## src/rtl/deinterleaver_rx.sv

```systemverilog
// deinterleaver_rx
//   Receive-side block deinterleaver. Collects SYM_W-bit interleaved symbols
//   into a ROWS x COLS bit matrix (column-wise write) and replays the bits in
//   original row-wise order, one bit per clock.
//
//   Optional feature: define DEINTERLEAVER_PINGPONG_EN for a two-bank build
//   (fill one bank while the other drains). Without it a single bank is used
//   and input is stalled while the block drains.
//
// Ports
//   clk         rising-edge clock
//   rst_n       asynchronous active-low reset
//   in_bits     interleaved symbol, in_bits[SYM_W-1] is the earliest bit
//   data_valid  in_bits valid this cycle
//   in_ready    symbol accepted when data_valid && in_ready
//   out_bit     restored serial bit (0 when out_valid=0)
//   out_valid   out_bit valid this cycle
//   block_done  pulse with the last bit of a block
//   overrun     sticky: a symbol was offered while in_ready=0
module deinterleaver_rx #(
    parameter int ROWS  = 16,
    parameter int COLS  = 8,
    parameter int SYM_W = 4
) (
    input  logic             clk,
    input  logic             rst_n,
    input  logic [SYM_W-1:0] in_bits,
    input  logic             data_valid,
    output logic             in_ready,
    output logic             out_bit,
    output logic             out_valid,
    output logic             block_done,
    output logic             overrun
);

    localparam int N    = ROWS * COLS;
    localparam int NSYM = N / SYM_W;
    localparam int KW   = (N > 1) ? $clog2(N) : 1;
    localparam int JW   = (NSYM > 1) ? $clog2(NSYM) : 1;

`ifdef DEINTERLEAVER_PINGPONG_EN
    localparam int NB = 2;
`else
    localparam int NB = 1;
`endif
    localparam bit PP = (NB == 2);

    localparam logic [JW-1:0] J_LAST = JW'(NSYM - 1);
    localparam logic [KW-1:0] K_LAST = KW'(N - 1);

    typedef enum logic {FILL, DRAIN} state_t;

    state_t        state;
    logic [JW-1:0] j;
    logic [KW-1:0] k;
    logic          wr_bank;
    logic          rd_bank;
    logic [NB-1:0] full;     // bank holds a complete block not yet drained
    logic [N-1:0]  mem [NB];

    logic accept, fill_done, last_bit, other_bank, start_rd, chain_next;

    // Stream position of symbol j lane b, mapped to its original bit index.
    function automatic int map_idx(input int sj, input int b);
        int p;
        p = SYM_W * sj + (SYM_W - 1 - b);
        return (p % ROWS) * COLS + p / ROWS;
    endfunction

    always_comb begin
        in_ready   = ~full[wr_bank];
        accept     = data_valid & in_ready;
        fill_done  = accept && (j == J_LAST);
        last_bit   = (state == DRAIN) && (k == K_LAST);
        other_bank = PP ? ~rd_bank : rd_bank;
        // Drain may begin on the very edge that completes the bank, which
        // gives the one-cycle latency from final symbol to first bit.
        start_rd   = full[rd_bank] || (fill_done && (wr_bank == rd_bank));
        // With two banks, roll straight into the next block when it is ready.
        chain_next = PP && (full[other_bank] || (fill_done && (wr_bank == other_bank)));
    end

    assign out_valid  = (state == DRAIN);
    assign out_bit    = out_valid & mem[rd_bank][k];
    assign block_done = last_bit;

    // Buffer is not reset; its content is don't-care until rewritten.
    always_ff @(posedge clk) begin
        if (accept) begin
            for (int b = 0; b < SYM_W; b++)
                mem[wr_bank][KW'(map_idx(32'(j), b))] <= in_bits[b];
        end
    end

    always_ff @(posedge clk or negedge rst_n) begin
        if (!rst_n) begin
            state   <= FILL;
            j       <= '0;
            k       <= '0;
            wr_bank <= 1'b0;
            rd_bank <= 1'b0;
            full    <= '0;
            overrun <= 1'b0;
        end else begin
            if (data_valid && !in_ready)
                overrun <= 1'b1;

            if (accept)
                j <= fill_done ? '0 : j + JW'(1);

            // Set and clear never hit the same bank: a draining bank is full,
            // so it cannot be the one being filled.
            if (last_bit)
                full[rd_bank] <= 1'b0;
            if (fill_done) begin
                full[wr_bank] <= 1'b1;
                wr_bank       <= PP ? ~wr_bank : 1'b0;
            end

            case (state)
                FILL: begin
                    if (start_rd) begin
                        state <= DRAIN;
                        k     <= '0;
                    end
                end
                DRAIN: begin
                    if (k == K_LAST) begin
                        k       <= '0;
                        rd_bank <= other_bank;
                        state   <= chain_next ? DRAIN : FILL;
                    end else begin
                        k <= k + KW'(1);
                    end
                end
                default: state <= FILL;
            endcase
        end
    end

endmodule

```

## config.mk

```make
export PLATFORM = sky130hd
export DESIGN_NAME = deinterleaver_rx
export DESIGN_NICKNAME = d
export VERILOG_FILES = /design/src/rtl/deinterleaver_rx.sv
export SDC_FILE = /design/constraint.sdc
export NUM_CORES = 1
export LEC_CHECK = 0
export BUFFER_PORTS_ARGS = -buffer_cell sky130_fd_sc_hd__buf_2
export CAP_MARGIN = 20
export CORE_ASPECT_RATIO = 1.2
export CORE_UTILIZATION = 55
export CTS_CLUSTER_DIAMETER = 100
export CTS_CLUSTER_SIZE = 12
export DETAILED_ROUTE_END_ITERATION = 12
export HOLD_SLACK_MARGIN = 0.15
export PLACE_DENSITY = 0.77
export SYNTH_ARGS = -nofsm -noshare
export SYNTH_HDL_FRONTEND = slang
export SYNTH_SLANG_ARGS = --single-unit
```

## constraint.sdc

```tcl
create_clock -name clk -period 2.49 [get_ports clk]
set_input_delay 0.1245 -clock clk [delete_from_list [all_inputs] [get_ports clk]]
set_output_delay 0.1245 -clock clk [all_outputs]
set_load 0.05 [all_outputs]
```

After elaboration in Yosys (flattened, before gate mapping)
Memory sizes are Yosys's and may differ from the RTL's.
Index checks and enable logic that the tools add are counted.
{"block": "op_classes", "n_addsub": 12, "n_mul": 0, "div_mod_pow": 0, "n_lt_le_gt_ge": 9, "n_eq_ne": 3, "n_shift": 0, "n_mux": 24, "n_bitwise": 7, "reduce_logical": 12}
{"cell": "$mux W128", "count": 4}
{"cell": "$lt A7 B9 Y1 const B", "count": 4}
{"cell": "$demux W1 S7", "count": 4}
{"cell": "$ge A7 B1 Y1 const B", "count": 4}
{"cell": "$add A7 B7 Y7", "count": 3}
{"cell": "$add A7 B2 Y8 const B", "count": 2}
{"cell": "$add A4 B1 Y5", "count": 3}
{"cell": "$mux W7", "count": 2}
{"cell": "$pmux W7 S2", "count": 1}
{"cell": "$reduce_or A4 Y1", "count": 3}
{"cell": "$mux W1", "count": 10}
{"cell": "$add A7 B1 Y8 const B", "count": 1}
{"cell": "$lt A7 B8 Y1 const B", "count": 1}
{"cell": "$add A7 B1 Y7 const B", "count": 1}
{"cell": "$add A7 B3 Y7", "count": 1}
{"cell": "$bmux W1 S7", "count": 1}
{"cell": "$eq A7 B7 Y1 const B", "count": 1}
{"cell": "$logic_and A1 B1 Y1", "count": 7}
{"cell": "$add A5 B1 Y5 const B", "count": 1}
{"cell": "$eq A5 B5 Y1 const B", "count": 1}
{"cell": "$mux W5", "count": 1}
{"cell": "$and A1 B1 Y1 const A", "count": 3}
{"cell": "$and A1 B1 Y1", "count": 2}
{"cell": "$ne A2 B2 Y1 const B", "count": 1}
{"cell": "other kinds (4)", "count": 5}
{"block": "totals", "ff_bits": 15, "latchBits": 0, "ramBits": 128, "rom_bits": 0, "input_bits": 7, "out_inout_bits": 5, "elab_cells": 73, "mem_count": 1}
{"name": "mem", "words": 1, "word_bits": 128, "rd": 1, "rd_clocked_by_memory_dff": 0, "wr": 4, "line_no": "59", "rtl": "logic [N-1:0] mem [NB];"}

Depth between registers and ports, before layout
Gate-level depths: netlist of the first run.
{"block": "depth", "word_depth": 10, "mapped_depth": 9, "ltp_nobuf": 6}

Worst setup path after synthesis of the first run
No wires, ideal clock.
{"block": "synth_path", "path_type": "register to output", "startpoint": "register k[0]", "endpoint": "output out_bit", "arrival_time_ps": 2388, "t_required_ps": 2365, "path_slack_ps": -23, "stages_incl_launch_ff": 10, "n_path_buf": 4, "path_cell_list": "dfrtp_1 buf_6 buf_6 buf_4 buf_4 a31oi_1 a31oi_1 o21ai_0 nand4_1 nor3_1"}
{"block": "synth_via", "elab_chain_len": 3}
{"item": "from (decl)", "line_no": "55", "rtl": "logic [KW-1:0] k;"}
{"item": "from (signal assigned)", "line_no": "133", "rtl": "k <= k + KW'(1);"}
{"item": "$bmux W1 S7", "line_no": "84", "rtl": "assign out_bit = out_valid & mem[rd_bank][k];"}
{"item": "$mux W1 (not written as such)", "line_no": "84"}
{"item": "$and A1 B1 Y1", "line_no": "84"}
{"item": "to (decl)", "line_no": "30", "rtl": "output logic out_bit,"}
Every way passes these cells. The select of a mux whose other input is x is not followed.

Final worst setup path of the first run
{"block": "layout_path", "startpoint": "register k[1]", "endpoint": "output out_bit"}
The elaborated chain is that of the path after synthesis.

==> metrics.md, run 1 <==
| Metric | Value |
|---|---|
| H-tree Lvls | 4 |
| Status | finished, violations left |
| Seq/Total Area, Yosys | 67.0% |
| Initial antenna violation count | 0 |
| Syn nets | between 400 and 500 |
| Clock skew | slightly below 0.006 ns |
| Reg2Reg Setup Slack | 0.29 ns |
| RSZ-0062 raised after global routing | true |
| Critical-path maximum fanout | 6 |
| Worst Hold Endpoint | mem[0][71]$_DFFE_PP_ |
| CTS Buf Count | 17 |
| Violated checks | setup timing |
| Io pins | 12 |
| Clock-pin transition on the worst setup and hold timing paths | about 0.060 ns |
| Row count | 42 |
| Final setup violation count | 1 |
| Tightest Pin Transition | 0.772 ns |
| Finished Core Util | between 60% and 70% |
| Via Count | about 3800 |
| Clock sink count | between 100 and 150 |
| Final Max Tran Viols | 0 |
| Nets@finish | 467 |
| Reg2reg end | mem[0][93]$_DFFE_PP_ |
| Post-layout minimum cycle time | between 2 and 3 ns |
| Leakage power | 2.35 nW |
| Synthesized flop and latch total | 143 |
| Core Region | 11100 sq um |
| Tcrit/Tclk final | 102% |
| Min Hold Slack | 0.218 ns |
| Total global routing overflow | 0 |
| Combinational power share | 0.8% |
| CTS tree | built |
| Area Overhead vs Synth | 15.4% |
| MaxCap Viol Count | 0 |
| Clk buf depth | 2 |
| DRT Wirelength | 12800 um |
| First-pass GRT wire length | 20500 um |
| Hold Path Depth | 1 |
| Clock power frac | 48.6% |
| Largest net degree at the start of global routing | 33 |
| Internal power | 4.19 mW |
| Die width | 99.7 um |
| Port bufs | 11 |
| Post-DP HPWL | 7940 um |
| Vias in the first global route | 3868 |
| Synthesized area per cell | about 15 sq um |
| Die footprint | 11900 sq um |
| WP data arrival | 2.42 ns |
| Setup ws final | -0.0538 ns |
| Yosys cell types | 44 |
| YS warnings | 0 |
| CP Capture Type | primary output |
| Residual DRC | 0 |
| Iteration-0 DRC Markers | 409 |
| Post-Syn Area | 6290 sq um |
| Min-Delay Path Class | input pin to flop |
| Switching share of power | 19.0% |
| Gp weighted congestion | roughly 0.79 |
| Mapped Cells | 423 |
| Highest Clock Rate | 0.393 GHz |
| Die Height | 119 um |
| Startpoint types | flop |
| Peak supply drop | ~0.63 mV |
| Average vias per placed instance | 6.06 |
| Detailed-router iteration count before antenna repair | 5 |
| Worst slew margin | 48.3% |
| Min-Delay Startpoint | in_bits[3] |
| Initial Util | 56.8% |
| Clk Latency, worst-skew pair | around 0.42 ns |
| PD cells | slightly above 700 nW/um^2 |
| Register share of total power | 50.5% |
| Setup Crit Path Kind | flop to primary output |
| Worst r2r path cells | 5 |
| Final antenna diode count | 0 |
| Clock Tree Root | clkbuf_16 |
| Total track usage | between 20% and 30% |
| Per-cell routed wire length | 20.6 um |
| CP required | 2.37 ns |
| Worst reg2reg path startpoint | full$_DFFE_PN0P_ |
| Share of layout cells above drive strength 1 | about a fifth |
| Endpoints failing hold | 0 |
| Post-DRT Antenna Nets | 0 |
| Net Switching | 0.982 mW |
## cell families after synthesis
family | share of synthesized area, %
buffers and inverters | 3.98
xor gates and xnor gates | 0.278
adders and majority gates | 1.19
muxes | 12.1
AOI/OAI and AO/OA | 4.73
DFF | 67.0
and+or+nand+nor | 10.7
## through the flow
step	setup WS [ns]	total power, mW	TNS, ns	std cells	area, sq um
after floorplan	0.316	2.66	0	423	6300
after global placement	0.186	2.70	0	575	6470
after detailed placement	0.190	2.70	0	575	6470
after CTS	-0.0681	5.19	-0.0681	621	7250
after global routing	-0.131	5.29	-0.131	621	7260
final	-0.0538	5.17	-0.0538	621	7260
## cell usage after synthesis, drive strengths merged
cell	number	share of area, %
xor2	2	0.28
ha	6	1.2
mux2i	31	4.9
edfxtp	128	61
nor4	1	0.099
dfrtp	15	6.0
a21oi	6	0.48
o31ai	2	0.24
nor3b	5	0.60
o22ai	5	0.50
nor3	3	0.24
nand4	8	0.80
nand3	11	0.87
a31oi	4	0.40
o21ai	12	0.95
or3	1	0.099
and2	2	0.22
a22o	3	0.42
inv	5	0.30
nand2	25	1.5
mux2	1	0.18
nor2b	4	0.40
buf	16	2.2
a2111oi	1	0.24
a21o	1	0.12
nor2	69	4.1
nand3b	6	0.72
nand2b	4	0.40
a22oi	5	0.60
o32ai	4	0.68
mux4	18	7.0
nor4b	2	0.28
a211oi	1	0.12
and3	3	0.30
clkbuf	12	1.5
or2	1	0.099
## state kept, by name, summed over array words and instances (netlist names)
| name | count |
|---|---|
| mem | 128 |
| k | 7 |
| j | 5 |
| full | 1 |
| out_valid | 1 |
| overrun | 1 |
## cell type report
type | instances | area (sq um)
multi-input combinational | 247 | 1860
fill | 770 | 3820
sequential | 143 | 4220
timing repair buffer | 40 | 369
clock buffer | 18 | 429
clock inverter | 14 | 169
inverter | 5 | 18.8
tap | 154 | 193
## power groups by stage
stage / Clock (mW) / Sequential, mW / Combinational, mW
3_5_place_dp: 0 / 2.66 / 0.0409
6_report: 2.51 / 2.61 / 0.0439
3_3_place_gp: 0 / 2.66 / 0.0386
2_1_floorplan: 0 / 2.66 / 0.0000554
5_1_grt: 2.63 / 2.61 / 0.0480
4_1_cts: 2.53 / 2.61 / 0.0444
## how the worst max path moves through the flow
stage	startpoint	endpoint	slack, ns	depth (start not counted)
after floorplan	full$_DFFE_PN0P_	mem[0][78]$_DFFE_PP_	0.32	5
after CTS	k[0]$_DFFE_PN0P_	out_bit	-0.07	8
after global placement	k[1]$_DFFE_PN0P_	out_bit	0.19	7
final	k[1]$_DFFE_PN0P_	out_bit	-0.05	8
after detailed placement	k[1]$_DFFE_PN0P_	out_bit	0.19	8
after global routing	k[0]$_DFFE_PN0P_	out_bit	-0.13	8
## layer usage
| metal | vias up | share of wire [%] | track usage (%) | wire [um] |
|---|---|---|---|---|
| li1 | 1679 | - | - | - |
| met1 | 1894 | 38 | 28.5 | 4910 |
| met2 | 157 | 53 | 40.7 | 6770 |
| met3 | 33 | 5.6 | 5.34 | 712 |
| met4 | 0 | 3.1 | 12.2 | 397 |
| met5 | - | 0 | 0 | 0 |
## cells in the final DEF (no fill, tap or decap), types with 5 or more instances in the layout
| cell type | n |
|---|---|
| a21oi_1 | 6 |
| nand3b_1 | 6 |
| clkbuf_16 | 17 |
| a22oi_1 | 5 |
| o21ai_0 | 11 |
| buf_4 | 19 |
| buf_2 | 10 |
| inv_1 | 5 |
| nor2_1 | 69 |
| dfrtp_1 | 13 |
| edfxtp_1 | 128 |
| nand2_1 | 24 |
| nand3_1 | 11 |
| mux2i_1 | 31 |
| ha_1 | 6 |
| mux4_2 | 10 |
| mux4_1 | 8 |
| o22ai_1 | 5 |
| nand4_1 | 8 |
## critical path, stage by stage (launching register included)
cell and delay [ns]:
dfrtp_4 0.53, buf_4 0.17, buf_4 0.16, mux4_2 0.23
o31ai_2 0.07, a31oi_1 0.18, nand4_1 0.17, nor3_2 0.30
buf_6 0.20
## repair_timing
item,in CTS,in global routing
gates cloned,1,0
pin swaps,6,4
resized for setup,10,5
endpoints found under the hold margin,16,0
setup endpoints to repair,1,4
buffers inserted,10,0
hold buffers,3,0
No activity file was read; power rests on OpenSTA's default activity.
==> inputs of run 2 (changes only) <==
- PLACE_DENSITY: 0.77 -> not set
- PLACE_DENSITY_LB_ADDON: not set -> 0.25
==> run 2 against run 1 <==
Compared with the run above: the run still ends with setup timing left; clock skew is 0.0027 ns higher; final cell count is 0.64% lower; die area stayed put; utilization is 0.25 points lower; sequential cell count stayed put; final area is 0.38% lower; via count is 3.0% lower; non-clock buffer count is 4 lower; power is 0.67% lower; register-to-register slack better by 0.03 ns; first-iteration DRC count is 9.0% higher; worst setup slack better by 0.046 ns; critical path type unchanged.
==> metrics.md, run 2 (synthesis gave the netlist of run 1 again) <==
| Metric | Value |
|---|---|
| Status | finished, violations left |
| Violated checks | setup timing |
| Nets@finish | 463 |
| Most frequent cells in the layout | edfxtp_1, nor2_1, mux2i_1 |
| Highest Clock Rate | approximately 0.40 GHz |
| WP data arrival | 2.37 ns |
| Multi-input logic area | 1870 sq um |
| Finished Layout Cells | around 620 |
| Switching share of power | 18.6% |
| Io pins | 12 |
| Biggest regs | mem: 128 flops, k: 7 flops, j: 5 flops |
| CTS Buf Count | 17 |
| Combinational power share | 0.9% |
| Average vias per placed instance | 5.91 |
| Leakage power | 2.33 nW |
| Largest Register | mem |
| Clock Tree Root | clkbuf_16 |
| RSZ-0062 raised after global routing | true |
| Clock power frac | 48.3% |
| Die footprint | between 10000 and 15000 sq um |
| Row count | 42 |
| MaxCap Viol Count | 0 |
| Critical path's largest stage delay | ~0.49 ns |
| First-pass GRT wire length | around 20000 um |
| Setup ws final | -0.00767 ns |
| Die Height | 119 um |
| Internal power | between 4 and 5 mW |
| Final Max Tran Viols | 0 |
| Via Count | 3649 |
| DRT Wirelength | 12700 um |
| Clock skew | 0.00850 ns |
| H-tree Lvls | 4 |
| Startpoint types | flop |
| Initial antenna violation count | 0 |
| Register share of total power | 50.9% |
| Most frequent CP cell | buf_6 |
| Share of layout cells above drive strength 1 | a little under a fifth |
| Storage cell area | 4220 sq um |
| Gp weighted congestion | 0.881 |
| Clk buf depth | 2 |
| Post-DP HPWL | 7920 um |
| DP Area | 6440 sq um |
| Finished Core Util | 65.3% |
| CP Capture Type | primary output |
| Iteration-0 DRC Markers | roughly 450 |
| Vias in the first global route | 3679 |
| PD cells | roughly 710 nW/um^2 |
| Largest net degree at the start of global routing | 33 |
| CP required | ~2.4 ns |
| Detailed-router iteration count before antenna repair | 5 |
| Critical path, cell by cell | buf_12 > buf_6 > mux4_2 > o31ai_2 > a31oi_1 > nand4_1 > nor3_2 > buf_6 |
| Endpoints failing hold | 0 |
| Cell area after layout | 7240 sq um |
| CP bufs+invs | 3 |
| Net Switching | 0.954 mW |
| Final setup violation count | 1 |
| CTS tree | built |
| Peak supply drop | 0.527 mV |
| Area Overhead vs Synth | 15.0% |
| Total track usage | ~23% |
| Tightest Pin Transition | 0.695 ns |
| Commonest non-fill, non-tap cell in the layout | edfxtp_1 |
| Clk Latency, worst-skew pair | between 0.4 and 0.5 ns |
| Clock sink count | 143 |
| Family with the most delay on the worst path | flip-flops |
| Post-layout minimum cycle time | 2.50 ns |
| Min-Delay Path Class | input pin to flop |
| DP Cell Count | 573 |
| Post-DRT Antenna Nets | 0 |
| Layout fillers | between 700 and 800 |
| Total global routing overflow | 0 |
| Largest register FFs | ~130 |
| Die width | 99.7 um |
| Final antenna diode count | 0 |
| Tcrit/Tclk final | 100% |
| Initial Util | a little under three fifths |
| Worst slew margin | 53.5% |
| Clock-pin transition on the worst setup and hold timing paths | 0.06 ns |
| CP max-delay cell | dfrtp_2 |
| Port bufs | 11 |
| Core Region | 11100 sq um |
| Final setup TNS | -0.00767 ns |
| Per-cell routed wire length | around 21 um |
| Critical-path maximum fanout | 5 |
| Residual DRC | 0 |
| Setup Crit Path Kind | flop to primary output |
run 2: path summary, 6_finish.rpt:
| path | start | end | slack, ns | depth (start not counted) |
|---|---|---|---|---|
| setup / recovery | k[0]$_DFFE_PN0P_ | out_bit | -0.008 | 8 |
| hold / removal | in_bits[1] | mem[0][83]$_DFFE_PP_ | 0.24 | 1 |
| setup reg to reg | full$_DFFE_PN0P_ | mem[0][78]$_DFFE_PP_ | 0.32 | 5 |
| hold reg to reg | overrun$_DFFE_PN0P_ | overrun$_DFFE_PN0P_ | 0.47 | 1 |
| max in group asynchronous | rst_n | k[3]$_DFFE_PN0P_ | 1.19 | 3 |
| min in group asynchronous | rst_n | j[1]$_DFFE_PN0P_ | 0.81 | 3 |
run 2: power groups by stage:
stage | clock network [mW] | logic (mW) | registers, mW
after floorplan | 0 | 0.0000554 | 2.66
after global placement | 0 | 0.0392 | 2.66
after detailed placement | 0 | 0.0411 | 2.66
after CTS | 2.51 | 0.0448 | 2.61
after global routing | 2.61 | 0.0491 | 2.61
final | 2.48 | 0.0440 | 2.61
run 2: final cells by class:
| type | instances | area share, % |
|---|---|---|
| Clock inverter | 12 | 1.97 |
| Inverter | 5 | 0.259 |
| Sequential cell | 143 | 58.4 |
| Timing Repair Buffer | 36 | 4.81 |
| Clock buffer | 20 | 6.03 |
| Multi-Input combinational cell | 247 | 25.9 |
| Tap cell | 154 | 2.66 |
run 2: layer usage:
metal | GRT usage [%] | vias up | share of wire, %
li1 | - | 1664 | -
met1 | 29.6 | 1818 | 40
met2 | 37.7 | 128 | 52
met3 | 4.69 | 39 | 4.4
met4 | 11.3 | 0 | 3.3
met5 | 0 | - | 0
run 2: what timing repair did:
action	4_1_cts	5_1_grt
pin swaps	2	9
hold endpoints to repair	16	0
setup endpoints to repair	2	1
gates resized for setup	12	10
setup buffers	4	3
cloned	0	2
hold buffers	3	0
run 2: stage by stage:
| step | power [mW] | worst slack, ns | hold WS, ns |
|---|---|---|---|
| after floorplan | 2.66 | 0.316 | -0.171 |
| after global placement | 2.70 | 0.369 | 0.0447 |
| after detailed placement | 2.70 | 0.300 | 0.0501 |
| after CTS | 5.17 | 0.000127 | 0.241 |
| after global routing | 5.27 | -0.0928 | 0.267 |
| final | 5.14 | -0.00767 | 0.238 |
